`config.mk`:
```
export PLATFORM = sky130hd
export DESIGN_NAME = seg_display_scan
export DESIGN_NICKNAME = d
export VERILOG_FILES = /design/src/rtl/seg_display_scan.sv
export SDC_FILE = /design/constraint.sdc
export NUM_CORES = 1
export LEC_CHECK = 0
export ABC_AREA = 1
export CORE_ASPECT_RATIO = 0.6
export CORE_MARGIN = 2
export CORE_UTILIZATION = 50
export CTS_CLUSTER_SIZE = 10
export DETAILED_ROUTE_END_ITERATION = 10
export PLACE_DENSITY = 0.73
export SETUP_SLACK_MARGIN = 0.5
export SYNTH_ARGS = -nofsm -noshare
export SYNTH_HDL_FRONTEND = slang
export SYNTH_SLANG_ARGS = --single-unit
```
`constraint.sdc`:
```
create_clock -name segclk -period 3.37 [get_ports segclk]
set_clock_uncertainty 0.15 [all_clocks]
set_input_delay 0.674 -clock segclk [delete_from_list [all_inputs] [get_ports segclk]]
set_output_delay 0.674 -clock segclk [all_outputs]
set_load 0.005 [all_outputs]
```
`src/rtl/seg_display_scan.sv`:
```
// Multiplexed active-low seven-segment driver for NUM_DIGITS digits with a
// sequential double-dabble converter, programmable scan rate, blanking and blink.
module seg_display_scan #(
  parameter int NUM_DIGITS = 4,
  parameter int VALUE_W    = 14,
  parameter int SCAN_DIV   = 1,
  parameter int BLINK_DIV  = 64
) (
  input  logic                    segclk,
  input  logic                    rst,
  input  logic [1:0]              mode,
  input  logic [8*NUM_DIGITS-1:0] text,
  input  logic [VALUE_W-1:0]      value,
  input  logic                    blank_lz,
  input  logic                    blink,
  output logic                    overflow,
  output logic [7:0]              seg,
  output logic [NUM_DIGITS-1:0]   an
);

  localparam int BCD_W = 4 * NUM_DIGITS;
  localparam int IDX_W = (NUM_DIGITS > 1) ? $clog2(NUM_DIGITS) : 1;
  localparam int PRE_W = (SCAN_DIV > 1) ? $clog2(SCAN_DIV) : 1;
  localparam int BLK_W = (BLINK_DIV > 1) ? $clog2(BLINK_DIV) : 1;
  localparam int CNT_W = $clog2(VALUE_W + 1);

  function automatic logic [63:0] pow10(input int n);
    logic [63:0] p;
    p = 64'd1;
    for (int k = 0; k < n; k++) p = p * 64'd10;
    return p;
  endfunction

  localparam logic [63:0]      MAX_VAL   = pow10(NUM_DIGITS) - 64'd1;
  localparam logic [BCD_W-1:0] ALL_NINES = {NUM_DIGITS{4'h9}};

  function automatic logic [7:0] seg_decode(input logic [3:0] nib);
    logic [7:0] s;
    case (nib)
      4'd0:    s = 8'hC0;
      4'd1:    s = 8'hF9;
      4'd2:    s = 8'hA4;
      4'd3:    s = 8'hB0;
      4'd4:    s = 8'h99;
      4'd5:    s = 8'h92;
      4'd6:    s = 8'h82;
      4'd7:    s = 8'hF8;
      4'd8:    s = 8'h80;
      4'd9:    s = 8'h90;
      default: s = 8'hFF;
    endcase
    return s;
  endfunction

  // ---------------------------------------------------------------------------
  // Binary-to-BCD converter
  // ---------------------------------------------------------------------------
  typedef enum logic [1:0] {CONV_LOAD, CONV_SHIFT, CONV_DONE} conv_state_t;

  conv_state_t        state_reg, state_next;
  logic [VALUE_W-1:0] cap_reg, cap_next;
  logic [VALUE_W-1:0] bin_reg, bin_next;
  logic [BCD_W-1:0]   bcd_reg, bcd_next;
  logic [BCD_W-1:0]   bcd_adj;
  logic [BCD_W-1:0]   disp_reg, disp_next;
  logic [CNT_W-1:0]   cnt_reg, cnt_next;
  logic               overflow_reg, overflow_next;
  logic               cap_over;

  genvar gi;
  generate
    for (gi = 0; gi < NUM_DIGITS; gi++) begin : g_adj
      assign bcd_adj[4*gi +: 4] = (bcd_reg[4*gi +: 4] >= 4'd5) ?
                                  bcd_reg[4*gi +: 4] + 4'd3 : bcd_reg[4*gi +: 4];
    end
  endgenerate

  // Overflow is judged on the captured binary, since the truncated BCD
  // accumulator cannot represent values beyond NUM_DIGITS digits.
  assign cap_over = 64'(cap_reg) > MAX_VAL;

  always_comb begin
    state_next    = state_reg;
    cap_next      = cap_reg;
    bin_next      = bin_reg;
    bcd_next      = bcd_reg;
    cnt_next      = cnt_reg;
    disp_next     = disp_reg;
    overflow_next = overflow_reg;
    case (state_reg)
      CONV_LOAD: begin
        cap_next   = value;
        bin_next   = value;
        bcd_next   = '0;
        cnt_next   = '0;
        state_next = CONV_SHIFT;
      end
      CONV_SHIFT: begin
        {bcd_next, bin_next} = {bcd_adj, bin_reg} << 1;
        cnt_next = cnt_reg + 1'b1;
        if (cnt_reg == CNT_W'(VALUE_W - 1)) state_next = CONV_DONE;
      end
      CONV_DONE: begin
        if (cap_over) begin
          disp_next     = ALL_NINES;
          overflow_next = 1'b1;
        end else begin
          disp_next     = bcd_reg;
          overflow_next = 1'b0;
        end
        state_next = CONV_LOAD;
      end
      default: state_next = CONV_LOAD;
    endcase
  end

  always_ff @(posedge segclk or posedge rst) begin
    if (rst) begin
      state_reg    <= CONV_LOAD;
      cap_reg      <= '0;
      bin_reg      <= '0;
      bcd_reg      <= '0;
      cnt_reg      <= '0;
      disp_reg     <= '0;
      overflow_reg <= 1'b0;
    end else begin
      state_reg    <= state_next;
      cap_reg      <= cap_next;
      bin_reg      <= bin_next;
      bcd_reg      <= bcd_next;
      cnt_reg      <= cnt_next;
      disp_reg     <= disp_next;
      overflow_reg <= overflow_next;
    end
  end

  // ---------------------------------------------------------------------------
  // Per-digit pattern selection
  // ---------------------------------------------------------------------------
  logic [NUM_DIGITS-1:0][7:0] pat;
  logic [NUM_DIGITS-1:0]      lead_zero;

  // lead_zero[i]: digit i and everything to its left are zero.
  always_comb begin
    lead_zero    = '0;
    lead_zero[0] = (disp_reg[BCD_W-1 -: 4] == 4'd0);
    for (int k = 1; k < NUM_DIGITS; k++) begin
      lead_zero[k] = lead_zero[k-1] & (disp_reg[4*(NUM_DIGITS-1-k) +: 4] == 4'd0);
    end
  end

  generate
    for (gi = 0; gi < NUM_DIGITS; gi++) begin : g_pat
      localparam bit IS_LAST = (gi == NUM_DIGITS - 1);
      logic [3:0] nib;
      logic       lz_blank;
      assign nib      = disp_reg[4*(NUM_DIGITS-1-gi) +: 4];
      assign lz_blank = blank_lz && lead_zero[gi] && !IS_LAST;
      assign pat[gi]  = (mode == 2'd0) ? text[8*(NUM_DIGITS-1-gi) +: 8] :
                        (mode == 2'd1) ? (lz_blank ? 8'hFF : seg_decode(nib)) :
                        (mode == 2'd2) ? 8'h7F : 8'hFF;
    end
  endgenerate

  // ---------------------------------------------------------------------------
  // Scan, blink and output registers
  // ---------------------------------------------------------------------------
  logic [PRE_W-1:0]      pre_reg, pre_next;
  logic [IDX_W-1:0]      idx_reg, idx_next;
  logic [BLK_W-1:0]      blk_cnt_reg, blk_cnt_next;
  logic                  phase_on_reg, phase_on_next;
  logic [7:0]            seg_reg, seg_next;
  logic [NUM_DIGITS-1:0] an_reg, an_next;
  logic [NUM_DIGITS-1:0] an_slot;
  logic                  advance;
  logic                  wrap;

  assign advance = (pre_reg == PRE_W'(SCAN_DIV - 1));
  assign wrap    = advance && (idx_reg == IDX_W'(NUM_DIGITS - 1));
  assign an_slot = NUM_DIGITS'(1) << (IDX_W'(NUM_DIGITS - 1) - idx_reg);

  // idx_reg names the slot loaded at the next advance, so the first pattern
  // shown after reset is digit 0.
  always_comb begin
    pre_next      = advance ? '0 : pre_reg + 1'b1;
    idx_next      = idx_reg;
    seg_next      = seg_reg;
    an_next       = an_reg;
    blk_cnt_next  = blk_cnt_reg;
    phase_on_next = phase_on_reg;
    if (advance) begin
      seg_next = pat[idx_reg];
      an_next  = (blink && !phase_on_reg) ? '1 : ~an_slot;
      idx_next = wrap ? '0 : idx_reg + 1'b1;
    end
    if (!blink) begin
      blk_cnt_next  = '0;
      phase_on_next = 1'b1;
    end else if (wrap) begin
      if (blk_cnt_reg == BLK_W'(BLINK_DIV - 1)) begin
        blk_cnt_next  = '0;
        phase_on_next = ~phase_on_reg;
      end else begin
        blk_cnt_next = blk_cnt_reg + 1'b1;
      end
    end
  end

  always_ff @(posedge segclk or posedge rst) begin
    if (rst) begin
      pre_reg      <= '0;
      idx_reg      <= '0;
      blk_cnt_reg  <= '0;
      phase_on_reg <= 1'b1;
      seg_reg      <= 8'hFF;
      an_reg       <= '1;
    end else begin
      pre_reg      <= pre_next;
      idx_reg      <= idx_next;
      blk_cnt_reg  <= blk_cnt_next;
      phase_on_reg <= phase_on_next;
      seg_reg      <= seg_next;
      an_reg       <= an_next;
    end
  end

  assign seg      = seg_reg;
  assign an       = an_reg;
  assign overflow = overflow_reg;

endmodule

```
# After elaboration in Yosys (flattened, before gate mapping)
# Memory sizes are Yosys's and may differ from the RTL's.
# Cells that the tools add are included.
# Widths: inputs -> output; s select.
# totals
reg_bits	89
out_inout_bits	13
rom_bits	448
memories	4
elab_cells	95
# mem_list
name	depth	width	read_ports	rd_clocked_by_memory_dff	wr	line_no	source
(name not given)	16	7	1	0	0	39	case (nib)
(name not given)	16	7	1	0	0	39	
(name not given)	16	7	1	0	0	39	
(name not given)	16	7	1	0	0	39	
# op_classes
n_mux	34
shifts	1
add_sub_neg	9
n_eq_ne	10
bitwise	5
reduce_logical	13
order_cmp	6
# ops
cell	n
$mux 8	13
$pmux 16 s2	1
$pmux 14 s2	1
$mux 6	3
$bmux 8 s2	1
$ge 4x3->1 const B	4
$mux 16	1
$mux 4	4
$gt 14x14->1 const B	1
$add 4x2->4 const B	3
$logic_not 4->1	3
$pmux 4 s2	1
$add 6x1->6 const B	1
$eq 2x2->1 const B	3
$eq 6x6->1 const B	1
$logic_and 1x1->1	5
$mux 1	5
$add 4x1->4 const B	1
$eq 2x1->1 const B	2
$eq 4x4->1 const B	1
$logic_not 2->1	2
$mux 2	2
$ne 2x1->1 const B	2
$not 4->4	1
other kinds (14)	16

# Longest topological paths before layout
# Gate-level depths: netlist of the first run.
# depth
ltp_word	9
mapped_depth	12

# Worst setup path after synthesis of the first run
# Ideal clock, no wire load.
# synth_path
path_type	input port to flip-flop
startpoint	in mode[1]
endpoint	reg seg_reg[0] (netlist: seg[0])
t_arrival_ns	1.333
n_path_buf	0
setup_slack_ns	1.811
path_stages	10
path_cell_list	inv_1 nand2_2 inv_2 nand2_2 nor2_4 nand2_1 nand2_1 nand2_1 nand2_1 nand2_1
# synth_between
elab_chain_cells	5
word_cells_on_any_way	12
cone_classes	eq/ne: 1; mux: 10; reduce/logical: 1
# synth_lines
item	line_no	source
from (decl)	11	input logic [1:0] mode,
$eq 2x1->1	160	(mode == 2'd1) ? (lz_blank ? 8'hFF : seg_decode(nib)) :
$mux 8	160	
$mux 8	159	assign pat[gi] = (mode == 2'd0) ? text[8*(NUM_DIGITS-1-gi) +: 8] :
$bmux 8 s2 (*)	192	seg_next = pat[idx_reg];
$mux 8 (not written as such) (*)	192	
to (signal assigned)	222	seg_reg <= seg_next;
to (decl)	172	logic [7:0] seg_reg, seg_next;
# Every way passes the cells marked *; elsewhere a longest branch is shown, timed or not. The select of a mux whose other input is x is not followed.
# A chain may end at the register's enable or synchronous reset.

# Final worst setup path of the first run
# layout_path
startpoint	reg seg_reg[2] (netlist: seg[2])
endpoint	out seg[2]
# layout_lines
item	line_no	source
to (decl)	17	output logic [7:0] seg,
# No word-level cell between the ends.

==> impl_metrics.py, run 1 <==
metrics = {
    "timing": {
        "tightest_slew_ps": 738,
        "maxSlewViolCount": 0,
        "timing.fmax_mhz": 449,
        "fin_ws_ps": 1150,
        "fin_crit_sh_pct": 66.0,
        "setup_viol": 0,
        "fin_crit_ps": 2220,
        "tns_ps": 0,
        "slew_headroom_pct": 50.7,
        "hold_violations": 0,
        "grt_setup_unrepaired": "no",
    },
    "clock_network": {
        "clock-root-buffer": "clkbuf_16",
        "cts_resized": 0,
        "cts_tree": "built",
        "numCtsBuffers": 9,
        "clkSinkCount": 84,
        "cts_buffer_depth": 2,
        "postCtsHoldBufs": 0,
        "htree_levels": 3,
        "insertion_delay_ps": 340,
        "clk_pin_slew_ps": 60,
        "post_cts_buffers": 0,
    },
    "grt": {
        "grt.total_usage_pct": 24.1,
        "antenna_found_initial": 0,
        "grt-ovfl-total": 0,
        "grt_max_degree": 54,
        "grt_pass1_vias": 4259,
        "grt_pass1_wl_um": 20900,
    },
    "pwr": {
        "p_clk_share_pct": 36.3,
        "seqPwrFrac_pct": 40.5,
        "power.internal_w": 0.00214,
        "switching_share_pct": 30.4,
        "p_sw_w": 0.000931,
        "leakagePower_nw": 3.01,
        "power_density_mw_per_mm2": 498,
        "vdd_ir_drop_max_v": 0.000289,
        "p_comb_share_pct": 23.1,
    },
    "final_layout": {
        "drive_gt1_share_pct": 8.64,
        "antenna_cells": 0,
        "final_nets": 823,
        "area_delta_synth_final_pct": 20.7,
        "postLayoutCellArea_mm2": 0.00616,
        "fin_util_pct": 62.3,
    },
    "routing": {
        "viasPerCell": 5.23,
        "drt_iter0_markers": 370,
        "wl_met3_um": 840,
        "post-route-drc-count": 0,
        "top_layer": "met4",
        "drtAntennaViolNets": 0,
        "wl_met2_um": 5200,
        "num_vias": 4579,
        "route.layer.met1.wl_um": 6280,
        "wl_per_cell_um": 14.2,
        "drt_first_pass_iters": 5,
        "totalWireLength_um": 12400,
    },
    "critical_path": {
        "cp.required_ps": 2550,
        "slowest_delay_ps": 550,
        "crit_chain": "clkdlybuf4s50_1",
        "crit_fanout": 1,
        "path_depth": 1,
        "critPathTopFamily": "flip-flops",
        "end_kind": "primary output",
        "cp-start-kind": "flop",
        "setup.worst_path.class": "reg -> out",
        "critical_path_arrival_ps": 1400,
        "path_buf_inv": 1,
        "crit_slowest_cell": "dfstp_2",
        "r2r_cells": 5,
    },
    "synth": {
        "synth_top_family_by_area": "simple AND/OR/NAND/NOR gates",
        "yosys_warnings": 0,
        "synth_seq_cells": 84,
        "synth-edff-count": 0,
        "yosys.area_share.xor_xnor_pct": 0.858,
        "seq_area_frac_synth_pct": 41.5,
        "synth_area_mm2": 0.00510,
        "synth-async-reset-ratio_pct": 100,
        "syn_inst": 679,
        "synth_cell_types": 37,
        "syn-num-nets": 766,
        "yosys.area_share.simple_pct": 26.5,
        "synthMuxAreaShare_pct": 0,
        "synth_ff_type": "dfrtp_1",
        "synth_compound_area_share_pct": 13.5,
        "synth_adder_area_share_pct": 8.58,
        "syn_area_per_cell_um2": 7.51,
    },
    "worst_hold_path": {
        "hp-class": "reg -> reg",
        "whs_path_depth": 2,
    },
    "floorplanning": {
        "die_y_um": 82.2,
        "ioPinCount": 65,
        "core_area_mm2": 0.00988,
        "start_util_pct": 51.6,
        "die_w_um": 134,
        "std_cell_rows": 28,
        "die-area_mm2": 0.0111,
    },
    "run": {
        "maxCapViolations": 0,
    },
    "run_status": {
        "outcome": "complete, no violations",
    },
    "place": {
        "portBuffers": 64,
        "dpl_cell_area_mm2": 0.00582,
        "pre_cts_ws_ps": 1010,
        "dp_hpwl_um": 9140,
        "gp_congestion": 0.945,
    },
}
[stage by stage]
stage,hold slack (ps),cells,total power (W)
6_report,328,876,0.00307
5_1_grt,360,876,0.00326
4_1_cts,332,876,0.00307
3_5_place_dp,317,860,0.00195
3_3_place_gp,313,860,0.00193
2_1_floorplan,301,679,0.00170
[synthesized netlist by cell type, types with 9 or more instances]
cell      instances  area share (%)
buf_2            11             1.1
inv_1            78             5.7
dfrtp_1          71              35
nor2_1           28             2.1
dfstp_2          13             6.7
o21ai_1           9            0.88
a21oi_1          49             4.8
o21ai_0          47             4.6
ha_1             35             8.6
nand2_1         226              17
nand3_1          40             3.9
o211ai_1          9             1.3
inv_2             9            0.66
[path summary, 6_finish.rpt]
path                                        start                    endpoint  slack, ps
setup / recovery                 seg[2]$_DFF_PP1_                      seg[2]       1150
hold / removal             bin_reg[1]$_DFFE_PP0P_      bin_reg[2]$_DFFE_PP0P_        330
setup reg to reg             idx_reg[0]$_DFF_PP0_  blk_cnt_reg[2]$_DFFE_PP0P_       1430
hold reg to reg            bin_reg[1]$_DFFE_PP0P_      bin_reg[2]$_DFFE_PP0P_        330
max in group asynchronous                     rst      bcd_reg[8]$_DFFE_PP0P_       1710
min in group asynchronous                     rst  blk_cnt_reg[4]$_DFFE_PP0P_        660
[power by group through the flow]
stage               logic [W]  clock network [W]  registers, W
finish               0.000709            0.00111       0.00124
global route         0.000815            0.00119       0.00126
CTS                  0.000698            0.00113       0.00124
detailed placement   0.000692                  0       0.00126
global placement     0.000675                  0       0.00125
floorplan            0.000491                  0       0.00121
[routing by layer]
metal	GRT usage, %	up-vias
li1	-	2273
met1	35.2	2164
met2	35.5	133
met3	6.65	9
met4	5.79	0
met5	0	-
[layout by cell type (no fill, tap or decap), drive strengths merged]
cell type	n
a21oi	51
a22oi	1
a31o	1
and3	1
buf	2
bufinv	3
clkbuf	12
clkdlybuf4s50	64
clkinv	1
clkinvlp	2
dfrtp	71
dfstp	13
ha	35
inv	88
nand2	232
nand3	41
nand4	1
nor2	36
nor3	1
nor3b	1
o211ai	9
o21a	2
o21ai	56
o21bai	1
o22ai	5
or2	6
xnor2	3
xor2	2
[final cells by class]
| class | count | area (um^2) |
|---|---|---|
| clock buffers | 12 | 236 |
| repair buffers | 66 | 668 |
| flip-flops and latches | 84 | 2120 |
| clock inverters | 4 | 97.6 |
| inverters | 90 | 347 |
| multi-input cells | 485 | 2520 |
| well taps | 135 | 169 |
| fillers | 862 | 3720 |
[cell families after synthesis]
kind of cell             Yosys count
adder cells (fa/ha/maj)           35
XOR/XNOR                           5
buffers and inverters            110
flip-flops                        84
AO/OA/AOI/OAI                    126
AND/OR/NAND/NOR                  319
(Power assumes the default switching activity.)
==> run 2, diff against run 1 <==
--- a/config.mk
+++ b/config.mk
@@ -11,7 +11,7 @@
 export CORE_UTILIZATION = 50
 export CTS_CLUSTER_SIZE = 10
 export DETAILED_ROUTE_END_ITERATION = 10
-export PLACE_DENSITY = 0.73
+export PLACE_DENSITY = 0.76
 export SETUP_SLACK_MARGIN = 0.5
 export SYNTH_ARGS = -nofsm -noshare
 export SYNTH_HDL_FRONTEND = slang
==> constraint.sdc (replaced) <==
create_clock -name segclk -period 2 [get_ports segclk]
set_clock_uncertainty 0.15 [all_clocks]
set_input_delay 0.4 -clock segclk [delete_from_list [all_inputs] [get_ports segclk]]
set_output_delay 0.4 -clock segclk [all_outputs]
set_load 0.005 [all_outputs]
==> impl_metrics.py, run 2 (synthesis results as in run 1) <==
metrics = {
    "critical_path": {
        "end_kind": "flop",
        "worstReg2RegStart": "disp_reg[14]$_DFFE_PP0N_",
        "cp-start-kind": "flop",
        "critical_path_arrival_ps": 1790,
        "cp-startpoint": "disp_reg[14]$_DFFE_PP0N_",
        "cp.required_ps": 2110,
        "setup.worst_path.class": "reg -> reg",
        "crit_fanout": 5,
    },
    "timing": {
        "setup_viol": 0,
        "whs_ps": 232,
        "slew_headroom_pct": 75.2,
        "tns_ps": 0,
        "fin_crit_sh_pct": 84.0,
        "grt_setup_unrepaired": "yes",
        "timing.fmax_mhz": 596,
        "fin_crit_ps": 1680,
        "maxSlewViolCount": 0,
        "hold_violations": 0,
        "fin_ws_ps": 321,
        "tightest_slew_ps": 372,
    },
    "routing": {
        "drtAntennaViolNets": 0,
        "totalWireLength_um": 15200,
        "viasPerCell": 5.47,
        "post-route-drc-count": 0,
        "wl_per_cell_um": 16.3,
        "drt_first_pass_iters": 5,
        "drt_iter0_markers": 616,
        "num_vias": 5114,
    },
    "clock_network": {
        "clkSinkCount": 84,
        "cts_buffer_depth": 2,
        "numCtsBuffers": 9,
        "clock-root-buffer": "clkbuf_16",
        "insertion_delay_ps": 340,
        "cts_tree": "built",
        "postCtsHoldBufs": 0,
        "htree_levels": 3,
        "clk_pin_slew_ps": 60,
    },
    "place": {
        "dp_hpwl_um": 9060,
        "portBuffers": 64,
        "gp_congestion": 0.923,
        "dpl_cell_area_mm2": 0.00594,
        "pre_cts_ws_ps": 24.5,
    },
    "final_layout": {
        "final_common_cell": "nand2_1",
        "area_delta_synth_final_pct": 40.8,
        "fill_cells": 674,
        "regArea_mm2": 0.00213,
        "postLayoutCellArea_mm2": 0.00718,
        "mostFrequentLayoutCells": "209 x nand2_1, 65 x dfrtp_1, 57 x inv_1",
        "drive_gt1_share_pct": 28.4,
        "antenna_cells": 0,
        "multi_input_area_mm2": 0.00302,
        "final_nets": 882,
    },
    "grt": {
        "grt-ovfl-total": 0,
        "grt_pass1_wl_um": 23000,
        "antenna_found_initial": 0,
        "grt_max_degree": 45,
        "grt.total_usage_pct": 26.6,
        "grt_pass1_vias": 4841,
    },
    "pwr": {
        "leakagePower_nw": 3.41,
        "power_density_mw_per_mm2": 771,
        "total_power_w": 0.00554,
        "vdd_ir_drop_max_v": 0.000579,
    },
    "floorplanning": {
        "die-area_mm2": 0.0111,
        "std_cell_rows": 28,
        "start_util_pct": 51.6,
        "die_y_um": 82.2,
        "core_area_mm2": 0.00988,
        "die_w_um": 134,
        "ioPinCount": 65,
    },
    "worst_hold_path": {
        "hp-class": "in -> async",
    },
    "run_status": {
        "outcome": "complete, no violations",
    },
    "run": {
        "maxCapViolations": 0,
    },
}
-- run 2: worst paths after layout --
kind | cells after the start | endpoint | slack (ps)
setup / recovery | 9 | seg[2]$_DFF_PP1_ | 320
setup reg to reg | 9 | seg[2]$_DFF_PP1_ | 320
hold / removal | 2 | cap_reg[12]$_DFFE_PP0P_ | 230
max in group asynchronous | 3 | disp_reg[11]$_DFFE_PP0N_ | 910
hold reg to reg | 2 | bin_reg[8]$_DFFE_PP0P_ | 330
min in group segclk | 2 | bin_reg[8]$_DFFE_PP0P_ | 330
-- run 2: cell type report --
| class | count | share of cell area [%] |
|---|---|---|
| inverters | 90 | 5.03 |
| flip-flops and latches | 84 | 29.6 |
| repair buffers | 124 | 16.9 |
| clock inverters | 1 | 0.0697 |
| clock buffers | 15 | 4.02 |
| well taps | 135 | 2.35 |
| multi-input cells | 486 | 42.0 |
-- run 2: power by group --
part           leakage [nW]  internal, W  switching [W]
clock                 0.145     0.000985       0.000669
combinational          2.25     0.000794       0.000992
sequential             1.02      0.00189       0.000207
-- run 2: through the flow --
| step | std cells | utilization, % |
|---|---|---|
| after detailed placement | 872 | 60.1 |
| after global placement | 872 | 60.1 |
| after global routing | 935 | 72.7 |
| after floorplan | 679 | - |
| after CTS | 917 | 68.4 |
| final | 935 | 72.7 |
-- run 2: critical path: stages, from the launching register on --
cell and delay (ps):
dfrtp_2 450, buf_4 150, o21ai_2 170, inv_1 110, nor2_4 160, nand2_2 80
nand2_1 70, nand2_1 70, nand2_1 70, nand2_1 110
-- run 2: timing repair --
| action | in CTS | in global routing |
|---|---|---|
| pin swaps | 44 | 27 |
| gates cloned | 2 | 1 |
| gates resized for setup | 147 | 78 |
| endpoints found under the setup margin | 62 | 50 |
| setup buffers | 27 | 17 |
-- run 2: routing by layer --
| metal | track usage, % | wire length (um) |
|---|---|---|
| met3 | 7.94 | 1120 |
| met4 | 8.84 | 434 |
| met1 | 34.8 | 6600 |
| met2 | 43.1 | 7040 |
| met5 | 0 | 0 |
